### src/rtl/ltc2308_scan.sv
// rtl/ltc2308_scan.sv - multi-channel scanning controller for the LTC2308 SPI ADC
//
// Walks channels 0..NCH-1 single-ended, driving CONVST/SCK/SDI and collecting
// SDO. The ADC applies the config word of frame k to the conversion of frame
// k+1, so a scan is NCH+1 frames: frame 0 is a dummy whose result is dropped,
// frame i (1..NCH) sends cfg(i mod NCH) and returns channel i-1.
// Frame length is CONV_CYCLES + 2*CLK_DIV*W + 1 clk cycles.
//
// Optional feature macro: LTC2308_SCAN_STORE_EN adds a per-channel result bank
// readable through rd_ch/rd_data (registered, 1-cycle latency, rd_ch>=NCH reads 0).
//
// Ports:
//   clk        in   system clock, posedge
//   rst        in   synchronous active-high reset
//   start      in   pulse, begins one scan when idle
//   cont       in   level, scans restart back-to-back while high
//   uni        in   UNI config bit, sampled at scan start
//   sdo        in   ADC serial data
//   convst     out  ADC conversion start
//   sck        out  ADC serial clock
//   sdi        out  ADC config input
//   busy       out  high from scan start to scan end
//   ch_data    out  last result (W bits)
//   ch_id      out  channel of ch_data
//   ch_valid   out  one-cycle pulse on new ch_data/ch_id
//   scan_done  out  one-cycle pulse with the last channel's ch_valid
//   rd_ch      in   (store build) bank read index
//   rd_data    out  (store build) registered bank[rd_ch]
module ltc2308_scan #(
  parameter int NCH         = 8,
  parameter int W           = 12,
  parameter int CLK_DIV     = 2,
  parameter int CONV_CYCLES = 80
) (
  input  logic         clk,
  input  logic         rst,
  input  logic         start,
  input  logic         cont,
  input  logic         uni,
  input  logic         sdo,
  output logic         convst,
  output logic         sck,
  output logic         sdi,
  output logic         busy,
  output logic [W-1:0] ch_data,
  output logic [2:0]   ch_id,
  output logic         ch_valid,
  output logic         scan_done
`ifdef LTC2308_SCAN_STORE_EN
  ,
  input  logic [2:0]   rd_ch,
  output logic [W-1:0] rd_data
`endif
);

  localparam logic [1:0] S_IDLE  = 2'd0;
  localparam logic [1:0] S_CONV  = 2'd1;
  localparam logic [1:0] S_SHIFT = 2'd2;
  localparam logic [1:0] S_GAP   = 2'd3;

  localparam logic [15:0] CONV_LAST = 16'(CONV_CYCLES - 1);
  localparam logic [15:0] DIV_LAST  = 16'(CLK_DIV - 1);
  localparam logic [4:0]  W_LAST    = 5'(W - 1);
  localparam logic [3:0]  LAST_FRM  = 4'(NCH);

  logic [1:0]   state;
  logic [15:0]  cnt;       // cycles within CONV, or within one SCK half-period
  logic [4:0]   bit_cnt;   // SCK periods completed in SHIFT
  logic [3:0]   frame;     // 0 = dummy frame, 1..NCH return channel frame-1
  logic         uni_l;
  logic [W-1:0] tx;        // remaining SDI bits after the one on the pin
  logic [W-1:0] rx;

  logic [2:0]   cfg_ch;
  logic [5:0]   cfg_word;
  logic         last_frame;
  logic [2:0]   res_ch;

  always_comb begin
    last_frame = (frame == LAST_FRM);
    // The final frame of a scan wraps back to channel 0 so the pipeline is primed.
    cfg_ch     = last_frame ? 3'd0 : frame[2:0];
    cfg_word   = {1'b1, cfg_ch[0], cfg_ch[2], cfg_ch[1], uni_l, 1'b0};
    // frame==8 has frame[2:0]==0, so the 3-bit wrap still yields channel 7.
    res_ch     = frame[2:0] - 3'd1;
  end

  always_ff @(posedge clk) begin
    if (rst) begin
      state     <= S_IDLE;
      cnt       <= '0;
      bit_cnt   <= '0;
      frame     <= '0;
      uni_l     <= 1'b0;
      tx        <= '0;
      rx        <= '0;
      convst    <= 1'b0;
      sck       <= 1'b0;
      sdi       <= 1'b0;
      busy      <= 1'b0;
      ch_data   <= '0;
      ch_id     <= '0;
      ch_valid  <= 1'b0;
      scan_done <= 1'b0;
    end else begin
      ch_valid  <= 1'b0;
      scan_done <= 1'b0;
      case (state)
        S_IDLE: begin
          convst <= 1'b0;
          sck    <= 1'b0;
          busy   <= start | cont;
          if (start | cont) begin
            state  <= S_CONV;
            convst <= 1'b1;
            cnt    <= '0;
            frame  <= '0;
            uni_l  <= uni;
          end
        end
        S_CONV: begin
          if (cnt == CONV_LAST) begin
            state   <= S_SHIFT;
            convst  <= 1'b0;
            sdi     <= cfg_word[5];
            tx      <= {cfg_word[4:0], {(W-5){1'b0}}};
            cnt     <= '0;
            bit_cnt <= '0;
          end else begin
            cnt <= cnt + 16'd1;
          end
        end
        S_SHIFT: begin
          if (cnt == DIV_LAST) begin
            cnt <= '0;
            if (!sck) begin
              sck <= 1'b1;
              rx  <= {rx[W-2:0], sdo};
            end else begin
              sck     <= 1'b0;
              sdi     <= tx[W-1];
              tx      <= {tx[W-2:0], 1'b0};
              bit_cnt <= bit_cnt + 5'd1;
              if (bit_cnt == W_LAST) state <= S_GAP;
            end
          end else begin
            cnt <= cnt + 16'd1;
          end
        end
        default: begin // S_GAP
          if (frame != 4'd0) begin
            ch_valid <= 1'b1;
            ch_data  <= rx;
            ch_id    <= res_ch;
          end
          cnt <= '0;
          if (last_frame) begin
            scan_done <= 1'b1;
            if (cont) begin
              // Back-to-back scan: skip IDLE so there is no gap between frames.
              state  <= S_CONV;
              convst <= 1'b1;
              frame  <= '0;
              uni_l  <= uni;
            end else begin
              // busy stays high through the scan_done cycle; IDLE clears it.
              state <= S_IDLE;
            end
          end else begin
            state  <= S_CONV;
            convst <= 1'b1;
            frame  <= frame + 4'd1;
          end
        end
      endcase
    end
  end

`ifdef LTC2308_SCAN_STORE_EN
  logic [W-1:0] bank [NCH];
  logic         bank_we;

  always_comb begin
    bank_we = (state == S_GAP) && (frame != 4'd0);
  end

  always_ff @(posedge clk) begin
    if (rst) begin
      for (int i = 0; i < NCH; i++) bank[i] <= '0;
      rd_data <= '0;
    end else begin
      for (int i = 0; i < NCH; i++) begin
        if (bank_we && (res_ch == 3'(i))) bank[i] <= rx;
      end
      rd_data <= '0;
      for (int i = 0; i < NCH; i++) begin
        if (rd_ch == 3'(i)) rd_data <= bank[i];
      end
    end
  end
`endif

endmodule

### config.mk
export PLATFORM = sky130hd
export DESIGN_NAME = ltc2308_scan
export DESIGN_NICKNAME = d
export VERILOG_FILES = /design/src/rtl/ltc2308_scan.sv
export SDC_FILE = /design/constraint.sdc
export NUM_CORES = 1
export LEC_CHECK = 0
export BUFFER_PORTS_ARGS = -buffer_cell sky130_fd_sc_hd__buf_4
export CAP_MARGIN = 25
export CORE_MARGIN = 3
export CORE_UTILIZATION = 50
export CTS_BUF_LIST = sky130_fd_sc_hd__clkbuf_2 sky130_fd_sc_hd__clkbuf_4 sky130_fd_sc_hd__clkbuf_8
export DETAILED_ROUTE_END_ITERATION = 10
export PLACE_DENSITY = 0.74
export SETUP_SLACK_MARGIN = 0.15
export SLEW_MARGIN = 20
export SYNTH_ARGS = -nofsm -noshare
export SYNTH_HDL_FRONTEND = slang
export SYNTH_SLANG_ARGS = --single-unit
### constraint.sdc
create_clock -name clk -period 2.7 [get_ports clk]
set_input_delay 0.135 -clock clk [delete_from_list [all_inputs] [get_ports clk]]
set_output_delay 0.135 -clock clk [all_outputs]
set_load 0.03 [all_outputs]
; Word level (Yosys, flattened, before mapping)
; Index checks and enable logic that the tools add are counted.
[totals]
ff_bits = 73
mem_bits_rw = 0
memories = 0
latchBits = 0
out_inout_bits = 21
rom_bits = 0
[classes]
reduce_logical = 17
magnitude_cmp = 0
n_addsub = 4
shifts = 0
bitwise = 5
n_mux = 43
n_div = 0
n_mul = 0
n_eq_ne = 13
[op_table]
columns = operator, count
row1 = $mux 16, 3
row2 = $pmux 16 s3, 1
row3 = $mux 12, 3
row4 = $pmux 12 s2, 1
row5 = $add 16x1->16 const B, 1
row6 = $eq 16x1->1 const B, 1
row7 = $eq 16x7->1 const B, 1
row8 = $mux 1, 15
row9 = $mux 5, 3
row10 = $mux 2, 6
row11 = $mux 4, 3
row12 = $ne 2x2->1 const B, 5
row13 = $pmux 5 s2, 1
row14 = $reduce_and 3->1, 3
row15 = $pmux 4 s2, 1
row16 = $reduce_and 4->1, 2
row17 = $reduce_bool 2->1, 4
row18 = $pmux 1 s2, 3
row19 = $pmux 2 s3, 1
row20 = $add 5x1->5 const B, 1
row21 = $eq 5x4->1 const B, 1
row22 = $reduce_and 5->1, 1
row23 = $add 4x1->4 const B, 1
row24 = $eq 4x4->1 const B, 1
row25 = 15 further kinds, 19

; Depth between registers and ports, before layout
[logic_depth]
word_depth = 5
mapped_depth = 9

; Least setup slack after synthesis
; Ideal clock, no wire load.
[synth_timing]
path_type = reg2reg
from = register cnt[0]
to = register bit_cnt[3]
period_less_slack_ns = 2.410
slack_ns = 0.290
path_stages_with_launch = 7
t_arrival_ns = 2.287
path_cell_list = dfxtp_1 -> ha_1 -> or4b_2 -> or4_4 -> a221oi_4 -> nand4_1 -> mux2_1
[synth_between]
elab_chain_len = 3
[synth_rtl]
columns = element, line_no
row1 = "start, declared", 67  ; logic [15:0] cnt;
row2 = "start signal, assigned", 130  ; cnt <= cnt + 16'd1;
row3 = "start signal, assigned", 147  ; cnt <= cnt + 16'd1;
row4 = $eq 16x1->1 / $eq 16x7->1 (equally long branches), "134, 122"
row5 = $ne 2x2->1 (no source line), n/a
row6 = $reduce_and 4->1 (no source line) (*), n/a
row7 = "end signal, assigned", 143  ; bit_cnt <= bit_cnt + 5'd1;
row8 = "end, declared", 68  ; logic [4:0] bit_cnt;
; Every way passes the cells marked *; elsewhere a longest branch is shown, timed or not.
; A chain may end at the register's enable or synchronous reset.

; Final worst setup path
[layout_timing]
from = register cnt[7]
to = register bit_cnt[3]
; Same word-level chain as after synthesis.

==> results.sh <==
export IMPL_global_route_overflow_total=0
export IMPL_reg2regPathDepth=5
export IMPL_p_leak_nw=1.29
export IMPL_clock_sinks=65
export IMPL_place_area_um2=3240
export IMPL_final_critical_path_setup_slack_ps=270
export IMPL_switching_share_pct=32.6
export IMPL_first_pass_iters=4
export IMPL_clk_insertion_delay_late_ps=340
export IMPL_post_synthesis_sequential_area_ratio_pct=43.5
export IMPL_sequentialPowerShare_pct=36.7
export IMPL_die_height_um=83.4
export IMPL_cts_htree_levels=3
export IMPL_area_delta_synth_final_pct=17.1
export IMPL_post_route_period_util_pct=90.0
export IMPL_synth_yosys_warnings=0
export IMPL_wire_per_inst_um=13.8
export IMPL_portBuffers=26
export IMPL_run_status="completed"
export IMPL_cts_reportedPaths_clkPinSlew_ps=80
export IMPL_criticalPathCategory="flop to flop"
export IMPL_timing_reg2reg_setup_slack_ps=270
export IMPL_grt_first_pass_wirelength_um=10400
export IMPL_finish_net_count=388
export IMPL_cts_buffers=9
export IMPL_tritoncts_clock_tree="yes"
export IMPL_power_density_nw_per_um2=854
export IMPL_synth_async_sr_flop_share_pct=0
export IMPL_synth_seq_cells=65
export IMPL_max_vdd_ir_drop_v=0.000523
export IMPL_drtAntennaViolNets=0
export IMPL_power_frac_clock_pct=34.4
export IMPL_antenna_found_initial=0
export IMPL_critical_path_required_ps=2930
export IMPL_highest_clock_rate_ghz=0.412
export IMPL_cp_start_kind="flop"
export IMPL_setup_viol=0
export IMPL_final_max_slew_viols=0
export IMPL_rsz0062_at_grt="no"
export IMPL_end_kind="flop"
export IMPL_worstHoldPathType="input pin to flop"
export IMPL_worst_pin_slew_ps=563
export IMPL_most_common_layout_cells="dfxtp_1, nor2_1, nand2_1"
export IMPL_cts_max_path_buffers=2
export IMPL_combinationalPowerShare_pct=28.9
export IMPL_synthesis_nets=361
export IMPL_synth_cell_types=48
export IMPL_synthesis_instances=346
export IMPL_fillers=492
export IMPL_finalNonFillerCells=450
export IMPL_seqCellArea_um2=1300
export IMPL_final_hold_viol_count=0
export IMPL_drt_total_wl_um=6220
export IMPL_detail_route_iter0_violations=86
export IMPL_fin_tns_setup_ps=0
export IMPL_floorplan_initialDensity_pct=53.0
export IMPL_grt_pass1_vias=2269
export IMPL_global_route_usage_total_pct=18.3
export IMPL_timing_slew_headroom_pct=62.5
export IMPL_clock_root_buffer="clkbuf_8"
export IMPL_core_rowCount=27
export IMPL_post_drt_via_cell_ratio=5.35
export IMPL_placed_cells_incl_taps=434
export IMPL_dp_worst_setup_slack_ps=221
export IMPL_total_switching_power_mw=0.974
export IMPL_crit_arrival_ps=2660
export IMPL_detail_route_drc_violations=0
export IMPL_syn_mean_instance_area_um2=8.65
export IMPL_rr_endpoint="bit_cnt[3]"
export IMPL_setup_worst_path_start="cnt[7]"
export IMPL_dominant_register_cell_in_the_synthesized_netlist="dfxtp_1"
export IMPL_post_cts_hold_buffer_count=0
export IMPL_stdcell_area_um2=3500
export IMPL_pin_count_of_the_biggest_net_entering_global_routing=48
export IMPL_worst_setup_path_endpoint="bit_cnt[3]"
export IMPL_globalplace_congestion=0.792
export IMPL_post_cts_resized_instances=0
export IMPL_num_io_pins=27
export IMPL_antenna_cells_inserted=0
export IMPL_design_die_area_um2=6950
export IMPL_final_period_minus_worst_setup_slack_ps=2430
export IMPL_crit_path_max_fanout=8
export IMPL_synth_edff_count=0
export IMPL_area_of_the_multi_input_gates_um2=1560
export IMPL_fp_coreArea_um2=5640
export IMPL_cts_setup_buffers=0
export IMPL_fraction_of_layout_instances_using_a_drive_strength_above_1_pct=17.5
export IMPL_timing_rr_start="cnt[7]"
export IMPL_timing_clock_skew_ps=6.98
export IMPL_intPower_mw=2.02
export IMPL_drv_cap=0
export IMPL_mostFrequentLayoutCell="dfxtp_1"
export IMPL_vias=2409
export IMPL_die_x_um=83.4
export IMPL_post_dp_hpwl_um=4250
export IMPL_combined_area_of_all_synthesized_cells_um2=2990
==> state kept, by name, summed over array words and instances (netlist names) <==
register   flops
convst         1
rx            12
sck            1
busy           1
tx             4
state          2
uni_l          1
sdi            1
ch_data       12
ch_id          3
bit_cnt        5
scan_done      1
frame          4
cnt           16
ch_valid       1
==> per-layer routing <==
layer / track usage [%] / part of all wire (%) / up-vias
met1: 22.7 / 47 / 1110
met5: 0 / 0 / -
met4: 6.24 / 1.4 / 0
li1: - / - / 1248
met3: 5.95 / 3.7 / 10
met2: 29.7 / 48 / 41
==> power by group through the flow <==
| stage | Sequential [mW] | Combinational, mW | Clock [mW] |
|---|---|---|---|
| 2_1_floorplan | 1.15 | 0.613 | 0 |
| 3_3_place_gp | 1.11 | 0.837 | 0 |
| 3_5_place_dp | 1.12 | 0.852 | 0 |
| 4_1_cts | 1.10 | 0.859 | 1.04 |
| 5_1_grt | 1.11 | 0.957 | 1.08 |
| 6_report | 1.10 | 0.863 | 1.03 |
==> area by class of cell <==
| type | count | share of cell area (%) |
|---|---|---|
| repair buffers | 33 | 7.07 |
| clock inverters | 6 | 3.29 |
| clock buffers | 10 | 3.93 |
| multi-input cells | 251 | 44.6 |
| inverters | 13 | 1.39 |
| well taps | 72 | 2.57 |
| flip-flops and latches | 65 | 37.2 |
==> worst min path at each step <==
stage	startpoint	endpoint	slack (ps)	cells past startpoint
after detailed placement	sdo	rx[0]	380	3
after global placement	sdo	rx[0]	370	3
after CTS	sdo	rx[0]	10	3
after floorplan	uni	uni_l	280	2
final	sdo	rx[0]	30	3
after global routing	sdo	rx[0]	10	3
==> cells by family after synthesis <==
group | synth area share (%)
adder cells (fa/ha/maj) | 3.76
buffers and inverters | 4.48
AND/OR/NAND/NOR | 23.7
XOR/XNOR | 4.98
AO/OA/AOI/OAI | 13.8
multiplexers | 5.73
flip-flops | 43.5
==> critical path, stage by stage, from the launching register on <==
cell and delay (ps):
dfxtp_1 380, or4_4 600, or4_4 550, a221oi_4 330
nand4_1 130, mux2_1 330
==> through the flow <==
stage | util (%) | power, mW | hold WS, ps
floorplan | - | 1.76 | 282
global placement | 57.5 | 1.95 | 368
detailed placement | 57.5 | 1.97 | 381
CTS | 62.0 | 3.00 | 10.5
global route | 62.1 | 3.15 | 12.8
finish | 62.1 | 2.99 | 25.5
==> synth_stat cells (all sizes together), types with 2 or more instances <==
cell,number,area [um^2]
or4,4,45.0
nand3,10,50.1
a31o,2,17.5
a211oi,7,62.6
ha,9,113
xor2,6,52.6
and2,3,18.8
buf,5,40.0
nand4,6,37.5
nor3b,2,15.0
clkbuf,12,45.0
nor2,54,203
nand3b,2,15.0
xnor2,11,96.3
o21ai,13,65.1
dfxtp,65,1300
inv,13,48.8
nor4,2,12.5
a22oi,2,15.0
and3,4,25.0
nor3,7,46.3
a21oi,30,150
nor2b,2,12.5
nand2,36,135
o22ai,2,12.5
mux2i,16,160
a21o,2,15.0
and4,3,26.3
Note: power is estimated with default switching activity, not from simulation.
